===== config.mk =====
export PLATFORM = sky130hd
export DESIGN_NAME = vga_timing_gen
export DESIGN_NICKNAME = d
export VERILOG_FILES = /design/src/rtl/vga_timing_pkg.sv /design/src/rtl/vga_wrap_counter.sv /design/src/rtl/vga_timing_gen.sv
export SDC_FILE = /design/constraint.sdc
export NUM_CORES = 1
export LEC_CHECK = 0
export BUFFER_PORTS_ARGS = -buffer_cell sky130_fd_sc_hd__buf_2
export CAP_MARGIN = 20
export CORE_ASPECT_RATIO = 0.7
export CORE_MARGIN = 2
export CORE_UTILIZATION = 60
export CTS_BUF_LIST = sky130_fd_sc_hd__clkbuf_2 sky130_fd_sc_hd__clkbuf_4 sky130_fd_sc_hd__clkbuf_8
export DETAILED_ROUTE_END_ITERATION = 12
export PLACE_DENSITY = 0.92
export SYNTH_ARGS = -nofsm -noshare
export SYNTH_HDL_FRONTEND = slang
export SYNTH_HIERARCHICAL = 1
export SYNTH_SLANG_ARGS = --single-unit

===== constraint.sdc =====
create_clock -name vga_clk -period 5 [get_ports vga_clk]
set_input_delay 1.25 -clock vga_clk [delete_from_list [all_inputs] [get_ports vga_clk]]
set_output_delay 1.25 -clock vga_clk [all_outputs]
set_load 0.1 [all_outputs]

===== src/rtl/vga_timing_pkg.sv =====
// vga_timing_pkg: 640x480@60Hz raster constants and coordinate type shared by the timing generator and renderers
package vga_timing_pkg;
    typedef logic [9:0] coord_t;
    localparam coord_t H_VISIBLE = 10'd640;
    localparam coord_t H_FP      = 10'd16;
    localparam coord_t H_SYNC    = 10'd96;
    localparam coord_t H_BP      = 10'd48;
    localparam coord_t H_TOTAL   = H_VISIBLE + H_FP + H_SYNC + H_BP;
    localparam coord_t V_VISIBLE = 10'd480;
    localparam coord_t V_FP      = 10'd10;
    localparam coord_t V_SYNC    = 10'd2;
    localparam coord_t V_BP      = 10'd33;
    localparam coord_t V_TOTAL   = V_VISIBLE + V_FP + V_SYNC + V_BP;
endpackage


===== src/rtl/vga_wrap_counter.sv =====
// vga_wrap_counter: modulo-N counter with enable, wrap flag and synchronous reset
// Ports: vga_clk, reset (sync, active-high), en (advance), count (register),
//        next (value count takes on the next edge, ignoring reset), wrap (count leaves N-1 this cycle)
module vga_wrap_counter import vga_timing_pkg::*; #(
    parameter coord_t N = H_TOTAL
) (
    input  logic   vga_clk,
    input  logic   reset,
    input  logic   en,
    output coord_t count,
    output coord_t next,
    output logic   wrap
);
    assign wrap = en && count == N - 10'd1;
    assign next = wrap ? '0 : en ? count + 10'd1 : count;
    always_ff @(posedge vga_clk) begin
        if (reset) count <= '0;
        else count <= next;
    end
endmodule


===== src/rtl/vga_timing_gen.sv =====
// vga_timing_gen: 640x480@60Hz VGA sync, blank and pixel coordinate generator
// Ports: vga_clk, reset (sync, active-high), hs/vs (active-low syncs), blank (1 = visible),
//        sync (tied 0), DrawX/DrawY (current position), frame_start (pulse at (0,0)),
//        frame_count (frames since reset, only when VGA_FRAME_COUNT_EN is defined)
// Decodes are taken from the counters' next values and registered, so every output
// describes the same pixel as DrawX/DrawY on the same cycle.
module vga_timing_gen import vga_timing_pkg::*; (
    input  logic        vga_clk,
    input  logic        reset,
    output logic        hs,
    output logic        vs,
    output logic        blank,
    output logic        sync,
    output logic [9:0]  DrawX,
    output logic [9:0]  DrawY,
    output logic        frame_start
`ifdef VGA_FRAME_COUNT_EN
    ,
    output logic [15:0] frame_count
`endif
);
    coord_t h_next, v_next;
    logic h_wrap, v_wrap;
    vga_wrap_counter #(.N(H_TOTAL)) u_h (
        .vga_clk(vga_clk), .reset(reset), .en(1'b1),
        .count(DrawX), .next(h_next), .wrap(h_wrap)
    );
    vga_wrap_counter #(.N(V_TOTAL)) u_v (
        .vga_clk(vga_clk), .reset(reset), .en(h_wrap),
        .count(DrawY), .next(v_next), .wrap(v_wrap)
    );
    assign sync = 1'b0;
    // v_wrap fires only when both counters roll over together, i.e. next position is (0,0)
    always_ff @(posedge vga_clk) begin
        if (reset) begin
            hs          <= 1'b1;
            vs          <= 1'b1;
            blank       <= 1'b1;
            frame_start <= 1'b0;
        end else begin
            hs          <= !(h_next >= H_VISIBLE + H_FP && h_next < H_VISIBLE + H_FP + H_SYNC);
            vs          <= !(v_next >= V_VISIBLE + V_FP && v_next < V_VISIBLE + V_FP + V_SYNC);
            blank       <= h_next < H_VISIBLE && v_next < V_VISIBLE;
            frame_start <= v_wrap;
        end
    end
`ifdef VGA_FRAME_COUNT_EN
    always_ff @(posedge vga_clk) begin
        if (reset) frame_count <= '0;
        else if (v_wrap) frame_count <= frame_count + 16'd1;
    end
`endif
endmodule

==> impl_metrics.csv, run 1 <==
group,metric,value,unit
worst_setup_path,cp-start-kind,"register",
grt,grtUsageTotal,26.4,%
grt,grt_pass1_wl,4.95,mm
power_and_ir_drop,p_leak,0.000606,uW
worst_setup_path,worstPathMaxFanout,13,
worst_hold_path,min_path_cells,2,
placement,dp_hpwl,2.18,mm
worst_setup_path,worst-endpoint-required,5.20,ns
synthesis,syn_area,0.00126,sq mm
sta,layout_min_cycle_time,3.31,ns
sta,rsz0062_at_grt,"no",
clock_tree,numCtsBuffers,3,
sta,finalSetupViolations,0,
floorplan,io_pins,27,
clock_tree,htreeDepth,1,
clock_tree,cts_resized,0,
drt,first_pass_iters,9,
placement,io_buffers,25,
clock_tree,clkSlewWorstSetupHoldPaths,0.13,ns
drt,vias,1152,
layout,layout_common_cells,"25 x buf_2, 24 x dfxtp_1, 14 x nand2_1",
floorplan,placementRows,13,
layout,antenna_cells,0,
floorplan,die_x,58.9,um
layout,multi_input_comb_area,752,sq um
sta,tns,0,ns
layout,drive_gt1_share,25.5,%
grt,grt_remaining_overflow,0,
layout,register_area,480,sq um
sta,relSlewSlack,33.0,%
sta,tightest_slew,0.999,ns
drt,detail_route.vias_per_cell,6.16,
grt,met1_usage,36.5,%
layout,syn2layout_area_growth,12.3,%
clock_tree,hold_buffers,0,
grt,gr-usage-met2,41.8,%
grt,antenna_found_initial,0,
synthesis,synth_cells,139,
worst_setup_path,crit_type,"reg -> reg",
sta,period_share,66.2,%
outcome,status,"complete, but fails checks",
drt,drc_errors,2,
outcome,violations,"design-rule violations",
clock_tree,cts_tree,"built",
clock_tree,root_buffer,"clkbuf_4",
synthesis,yosys_warnings,6,
flow_run,cap_violations,0,
worst_setup_path,rr_endpoint,"vs",
worst_setup_path,r2r-start,"u_h/count[0]",
clock_tree,cts.path.max_buffers,2,
clock_tree,insertion_delay,0.32,ns
sta,slew_violations,0,
clock_tree,cts_sinks,24,
sta,finalHoldViolations,0,
worst_hold_path,worstHoldStart,"u_v/count[9]",
grt,grt-busiest-layer,"met2",
placement,gp_congestion,0.870,
worst_setup_path,r2r_slack,1.69,ns
worst_setup_path,endpoint_kind,"register",
synthesis,postSynthAreaPerCell,9.09,sq um
floorplan,die_area,0.00249,sq mm
drt,antenna_left,0,
grt,grt_max_degree,27,
power_and_ir_drop,power.density,223,mW/mm^2
drt,drtIter0Drc,95,
worst_hold_path,whs_endpoint,"u_v/count[9]",
grt,grt_pass1_vias,1029,
drt,wl,2.98,mm
floorplan,core-area,0.00192,sq mm
layout,nets,172,
worst_hold_path,hold_class,"reg -> reg",
sta,fmax,0.302,GHz
layout,final_common_cell,"buf_2",
grt,grt_use_met3,6.48,%
floorplan,die_height,42.4,um
sta,skew,0.0106,ns
drt,wl_per_cell,15.9,um
floorplan,floorplan.initialDensity,65.8,%
worst_setup_path,startpoint,"u_h/count[0]",
clock_tree,cts_setup_buffers,0,
layout,fill_cells,151,
power_and_ir_drop,peakVddDrop,230,uV
worst_setup_path,rr_worst_depth,8,
worst_setup_path,cp.arrival,3.51,ns
power_and_ir_drop,power,317,uW
state kept, by name (all words and copies together), names as in the netlist:
name and count:
u_h/count 10, frame_start 1, vs 1, blank 1
hs 1, u_v/count 10
critical path: stages, from the launching register on:
cell and delay [ns]:
dfxtp_1 0.44, ha_1 0.20, nand4_1 0.28, nor3_2 0.90
nand4_4 0.25, o31ai_1 0.40, a21oi_1 0.16, nor4b_1 0.40
nand4_1 0.16
final cells by class:
cell class              count  share of cell area [%]
multi-input cells         110                    53.0
inverters                   3                   0.794
repair buffers             25                    8.82
clock buffers               3                    1.59
flip-flops and latches     24                    33.9
well taps                  22                    1.94
how the worst max path moves through the flow:
| stage | end | slack, ns | cells after the start |
|---|---|---|---|
| after floorplan | vs | 1.57 | 11 |
| after global placement | vs | 1.92 | 8 |
| after detailed placement | vs | 1.78 | 8 |
| after CTS | vs | 1.75 | 8 |
| after global routing | vs | 1.44 | 8 |
| final | vs | 1.69 | 8 |
metal layers:
layer / part of all wire [%] / vias up / wire [um]
li1: - / 555 / -
met1: 44 / 524 / 1300
met2: 47 / 63 / 1400
met3: 8.2 / 10 / 244
met4: 1.3 / 0 / 38
met5: 0 / - / 0
metrics by stage:
step / setup slack [ns] / hold WS [ns] / util [%] / cells / area, sq um
2_1_floorplan: 1.57 / 0.990 / - / 143 / 1280
3_5_place_dp: 1.78 / 0.539 / 72.8 / 184 / 1400
6_report: 1.69 / 0.557 / 73.9 / 187 / 1420
5_1_grt: 1.44 / 0.578 / 73.9 / 187 / 1420
4_1_cts: 1.75 / 0.557 / 73.9 / 187 / 1420
3_3_place_gp: 1.92 / 0.534 / 72.8 / 184 / 1400
power by group:
group	leakage [uW]	internal (uW)	total (uW)	switching (uW)
Sequential	0.000194	194	197	3.65
Combinational	0.000398	5.87	35.6	29.8
Clock	0.0000138	28.2	83.8	55.5
Total	0.000606	228	317	89.0
Power figures use the tool's default switching activity.
==> run 2: changes to the inputs <==
CORE_UTILIZATION = 56   (was 60)
PLACE_DENSITY = 0.87   (was 0.92)
clock period = 3.1 ns   (was 5 ns; I/O delays follow)
==> impl_metrics.csv, run 2 (same netlist as run 1, synthesis figures left out) <==
group,metric,value,unit
drt,wl,2.83,mm
layout,drive_gt1_share,29.3,%
worst_hold_path,hold_class,"reg -> reg",
power_and_ir_drop,swShare,25.2,%
sta,slew_violations,0,
clock_tree,cts_tree,"built",
worst_setup_path,worstPathMaxFanout,14,
power_and_ir_drop,peakVddDrop,300,uV
drt,first_pass_iters,4,
sta,finalHoldViolations,0,
clock_tree,cts_resized,0,
layout,fin_cells,199,
worst_hold_path,whs_endpoint,"u_v/count[9]",
floorplan,floorplan.initialDensity,59.1,%
clock_tree,clkSlewWorstSetupHoldPaths,0.14,ns
grt,grt_pass1_vias,978,
sta,rsz0062_at_grt,"no",
layout,fill_cells,171,
power_and_ir_drop,pwr-share-seq,52.7,%
outcome,status,"completed",
drt,wl_per_cell,14.2,um
clock_tree,cts_sinks,24,
worst_setup_path,endpoint_kind,"register",
floorplan,die_x,60.8,um
sta,fmax,0.378,GHz
layout,reg_top3,"u_h/count x10, u_v/count x10",
sta,period_share,85.4,%
placement,io_buffers,25,
sta,skew,0.00771,ns
worst_hold_path,min_path_cells,2,
drt,drc_errors,0,
worst_setup_path,startpoint,"u_h/count[5]",
grt,grtUsageTotal,22.3,%
drt,antenna_left,0,
placement,gp_congestion,1.01,
sta,tns,0,ns
clock_tree,htreeDepth,1,
placement,dp.cells,195,
layout,antenna_cells,0,
clock_tree,cts_setup_buffers,0,
worst_hold_path,worstHoldStart,"u_v/count[9]",
clock_tree,numCtsBuffers,3,
worst_setup_path,rr_endpoint,"vs",
worst_setup_path,cp.arrival,2.87,ns
drt,top_layer,"met4",
clock_tree,root_buffer,"clkbuf_4",
floorplan,placementRows,14,
sta,layout_min_cycle_time,2.65,ns
grt,grt_remaining_overflow,0,
drt,vias,1147,
worst_setup_path,crit_type,"reg -> reg",
floorplan,die_area,0.00266,sq mm
power_and_ir_drop,switchingPower,153,uW
sta,finalSetupViolations,0,
drt,wl_met3,202,um
worst_setup_path,r2r-start,"u_h/count[5]",
drt,detail_route.vias_per_cell,5.76,
flow_run,cap_violations,0,
layout,final_cell_area,0.00148,sq mm
layout,final_common_cell,"buf_2",
placement,placed_area,0.00142,sq mm
power_and_ir_drop,p_clk_share,37.8,%
layout,layout_common_cells,"25 x buf_2, 19 x dfxtp_1, 14 x nand2_1",
clock_tree,hold_buffers,0,
placement,dp_hpwl,2.03,mm
layout,syn2layout_area_growth,16.7,%
power_and_ir_drop,p_int,453,uW
layout,multi_input_comb_area,752,sq um
drt,drt-met1-wl,1.28,mm
grt,grt_max_degree,27,
layout,register_area,487,sq um
worst_setup_path,cp-start-kind,"register",
layout,nets,173,
power_and_ir_drop,power.density,411,mW/mm^2
worst_setup_path,worst-endpoint-required,3.32,ns
worst_setup_path,rr_worst_depth,8,
drt,drtIter0Drc,81,
clock_tree,cts.path.max_buffers,2,
power_and_ir_drop,p_leak,0.000628,uW
grt,antenna_found_initial,0,
drt,wl_met2,1.27,mm
power_and_ir_drop,pwr-share-comb,9.5,%
floorplan,core-area,0.00214,sq mm
floorplan,io_pins,27,
clock_tree,insertion_delay,0.32,ns
worst_setup_path,r2r_slack,0.45,ns
grt,grt_pass1_wl,4.38,mm
floorplan,die_height,43.7,um
-- run 2: worst max-delay path by stage --
stage               end  slack [ns]  cells past startpoint
floorplan            vs      0.0004                     10
global placement     vs        0.58                      8
detailed placement   vs        0.51                      9
CTS                  vs        0.49                      9
global route         vs        0.31                      9
finish               vs        0.45                      8
-- run 2: worst max-delay path: stages, from the launching register on --
cell	delay, ns
dfxtp_1	0.40
or4b_1	0.58
nor3_2	0.13
buf_4	0.22
nand4_1	0.13
and4bb_2	0.53
a21oi_1	0.11
nor4b_1	0.33
nand4_1	0.13
-- run 2: layout make-up --
| type | instances | share of cell area [%] |
|---|---|---|
| Multi-Input combinational cell | 110 | 51.0 |
| Clock buffer | 3 | 1.53 |
| Tap cell | 32 | 2.71 |
| Clock inverter | 1 | 2.04 |
| Timing Repair Buffer | 26 | 8.99 |
| Inverter | 3 | 0.763 |
| Sequential cell | 24 | 33.0 |
-- run 2: power by group through the flow --
stage	combinational (uW)	sequential [uW]	clock [uW]
4_1_cts	57.6	320	237
6_report	57.6	319	229
3_5_place_dp	57.5	326	0
2_1_floorplan	21.0	355	0
3_3_place_gp	56.8	326	0
5_1_grt	60.4	320	247
-- run 2: per-layer routing --
layer	GRT usage, %	up-vias
li1	-	561
met1	30.7	528
met2	32.0	50
met3	7.16	8
met4	9.57	0
met5	0	-
-- run 2: metrics by stage --
stage               total power, uW  hold slack [ns]  util (%)  setup slack (ns)
floorplan                       376            0.788         -          0.000370
global placement                382            0.544      66.6             0.582
detailed placement              384            0.558      66.6             0.515
CTS                             615            0.581      69.0             0.490
global route                    628            0.611      69.0             0.305
finish                          606            0.582      69.0             0.451
==> run 3: changes to the inputs <==
CTS_CLUSTER_DIAMETER = 120   (was default)
SETUP_SLACK_MARGIN = 0.5   (was default)
==> impl_metrics.csv, run 3 (same netlist as run 1, synthesis figures left out) <==
group,metric,value,unit
clock_tree,hold_buffers,0,
layout,nets,182,
drt,wl,3.16,mm
layout,multi_input_comb_area,793,sq um
sta,hold_ws,0.558,ns
worst_setup_path,path_delay_family,"simple AND/OR/NAND/NOR gates",
sta,tns,0,ns
placement,dp_hpwl,2.12,mm
power_and_ir_drop,peakVddDrop,189,uV
clock_tree,clkSlewWorstSetupHoldPaths,0.13,ns
clock_tree,htreeDepth,1,
floorplan,io_pins,27,
layout,antenna_cells,0,
drt,vias,1229,
layout,final_cell_area,0.00159,sq mm
worst_hold_path,whs_endpoint,"u_v/count[9]",
drt,drc_errors,0,
worst_setup_path,worstPathMaxFanout,7,
sta,slew_violations,0,
placement,io_buffers,25,
layout,drive_gt1_share,38.6,%
worst_setup_path,endpoint_kind,"register",
placement,placed_area,0.00147,sq mm
grt,antenna_found_initial,0,
clock_tree,numCtsBuffers,3,
grt,grt_max_degree,27,
worst_setup_path,crit_type,"reg -> reg",
drt,drtIter0Drc,48,
sta,finalHoldViolations,0,
floorplan,die_x,60.8,um
sta,skew,0.0110,ns
layout,final_common_cell,"buf_2",
floorplan,placementRows,14,
sta,fmax,0.393,GHz
drt,antenna_left,0,
sta,rsz0062_at_grt,"yes",
drt,wl_per_cell,15.2,um
clock_tree,root_buffer,"clkbuf_4",
worst_hold_path,hold_class,"reg -> reg",
layout,syn2layout_area_growth,25.6,%
clock_tree,cts_sinks,24,
layout,register_area,513,sq um
worst_setup_path,crit_buf_inv,2,
power_and_ir_drop,p_leak,0.000687,uW
grt,grt_pass1_vias,1056,
clock_tree,cts_tree,"built",
worst_setup_path,cp-start-kind,"register",
clock_tree,cts.path.max_buffers,2,
worst_setup_path,rr_endpoint,"blank",
layout,fill_cells,159,
power_and_ir_drop,power.density,321,mW/mm^2
layout,layout_common_cells,"25 x buf_2, 14 x dfxtp_1, 13 x nand2_1",
worst_setup_path,crit_path_top_delay_cell,"or4b_4",
worst_setup_path,cp.arrival,2.75,ns
floorplan,floorplan.initialDensity,59.1,%
worst_setup_path,r2r-start,"u_h/count[5]",
placement,gp_congestion,0.866,
clock_tree,insertion_delay,0.31,ns
power_and_ir_drop,power,510,uW
floorplan,die_height,43.7,um
grt,grtUsageTotal,25.5,%
worst_setup_path,crit_chain,"or4b_4, nor3_4, buf_4, nand4_4, or4_4, a21oi_2, inv_1, a31o_2",
worst_setup_path,worst-endpoint-required,3.31,ns
layout,reg_top3,"u_h/count x10, u_v/count x10",
grt,grt_pass1_wl,5.00,mm
sta,finalSetupViolations,0,
worst_setup_path,critPathMaxStageDelay,0.56,ns
drt,first_pass_iters,4,
grt,grt_remaining_overflow,0,
floorplan,core-area,0.00214,sq mm
flow_run,cap_violations,0,
worst_setup_path,rr_worst_depth,8,
drt,detail_route.vias_per_cell,5.91,
worst_hold_path,worstHoldStart,"u_v/count[9]",
sta,period_share,82.0,%
floorplan,die_area,0.00266,sq mm
sta,layout_min_cycle_time,2.54,ns
worst_setup_path,r2r_slack,0.56,ns
worst_hold_path,min_path_cells,2,
outcome,status,"completed",
run 3: through the flow:
stage / setup WS (ns) / utilization (%) / std cells
finish: 0.558 / 74.3 / 208
global route: 0.455 / 74.3 / 208
CTS: 0.517 / 71.4 / 204
detailed placement: 0.387 / 68.7 / 196
global placement: 0.447 / 68.7 / 196
floorplan: 0.353 / - / 143
run 3: area by class of cell:
class                   instances  share of cell area (%)
inverters                       3                   0.709
clock buffers                   3                    1.42
clock inverters                 1                   0.236
repair buffers                 35                    12.8
flip-flops and latches         24                    32.3
well taps                      32                    2.52
multi-input cells             110                    50.0
run 3: how the worst max path moves through the flow:
stage,to,cells after the start,start
floorplan,vs,10,u_h/count[4]
global placement,vs,7,u_h/count[5]
detailed placement,vs,7,u_h/count[5]
CTS,vs,7,u_h/count[5]
global route,vs,8,u_h/count[5]
finish,blank,8,u_h/count[5]
run 3: power by group:
group | switching [uW] | leakage, uW | internal (uW) | total [uW]
Sequential | 6.35 | 0.000201 | 308 | 314
Clock | 90.8 | 0.0000154 | 47.1 | 138
Combinational | 48.3 | 0.000471 | 9.51 | 57.9
Total | 145 | 0.000687 | 364 | 510
run 3: repair_timing:
item | in CTS | in global routing
resized for setup | 0 | 6
pin swaps | 1 | 5
buffers inserted | 4 | 4
setup endpoints to repair | 2 | 2
run 3: worst reg2reg max path: stages (launching register included):
cell and delay, ns:
dfxtp_4 0.39, or4b_4 0.56, nor3_4 0.17, buf_4 0.15, nand4_4 0.17, or4_4 0.48
a21oi_2 0.23, inv_1 0.07, a31o_2 0.23
run 3: layer usage:
layer / global-route usage [%] / share of wire [%] / up-vias
met5: 0 / 0 / -
met4: 6.52 / 1.5 / 0
met3: 5.67 / 7.0 / 6
met2: 38.5 / 46 / 64
met1: 37.0 / 46 / 575
li1: - / - / 584
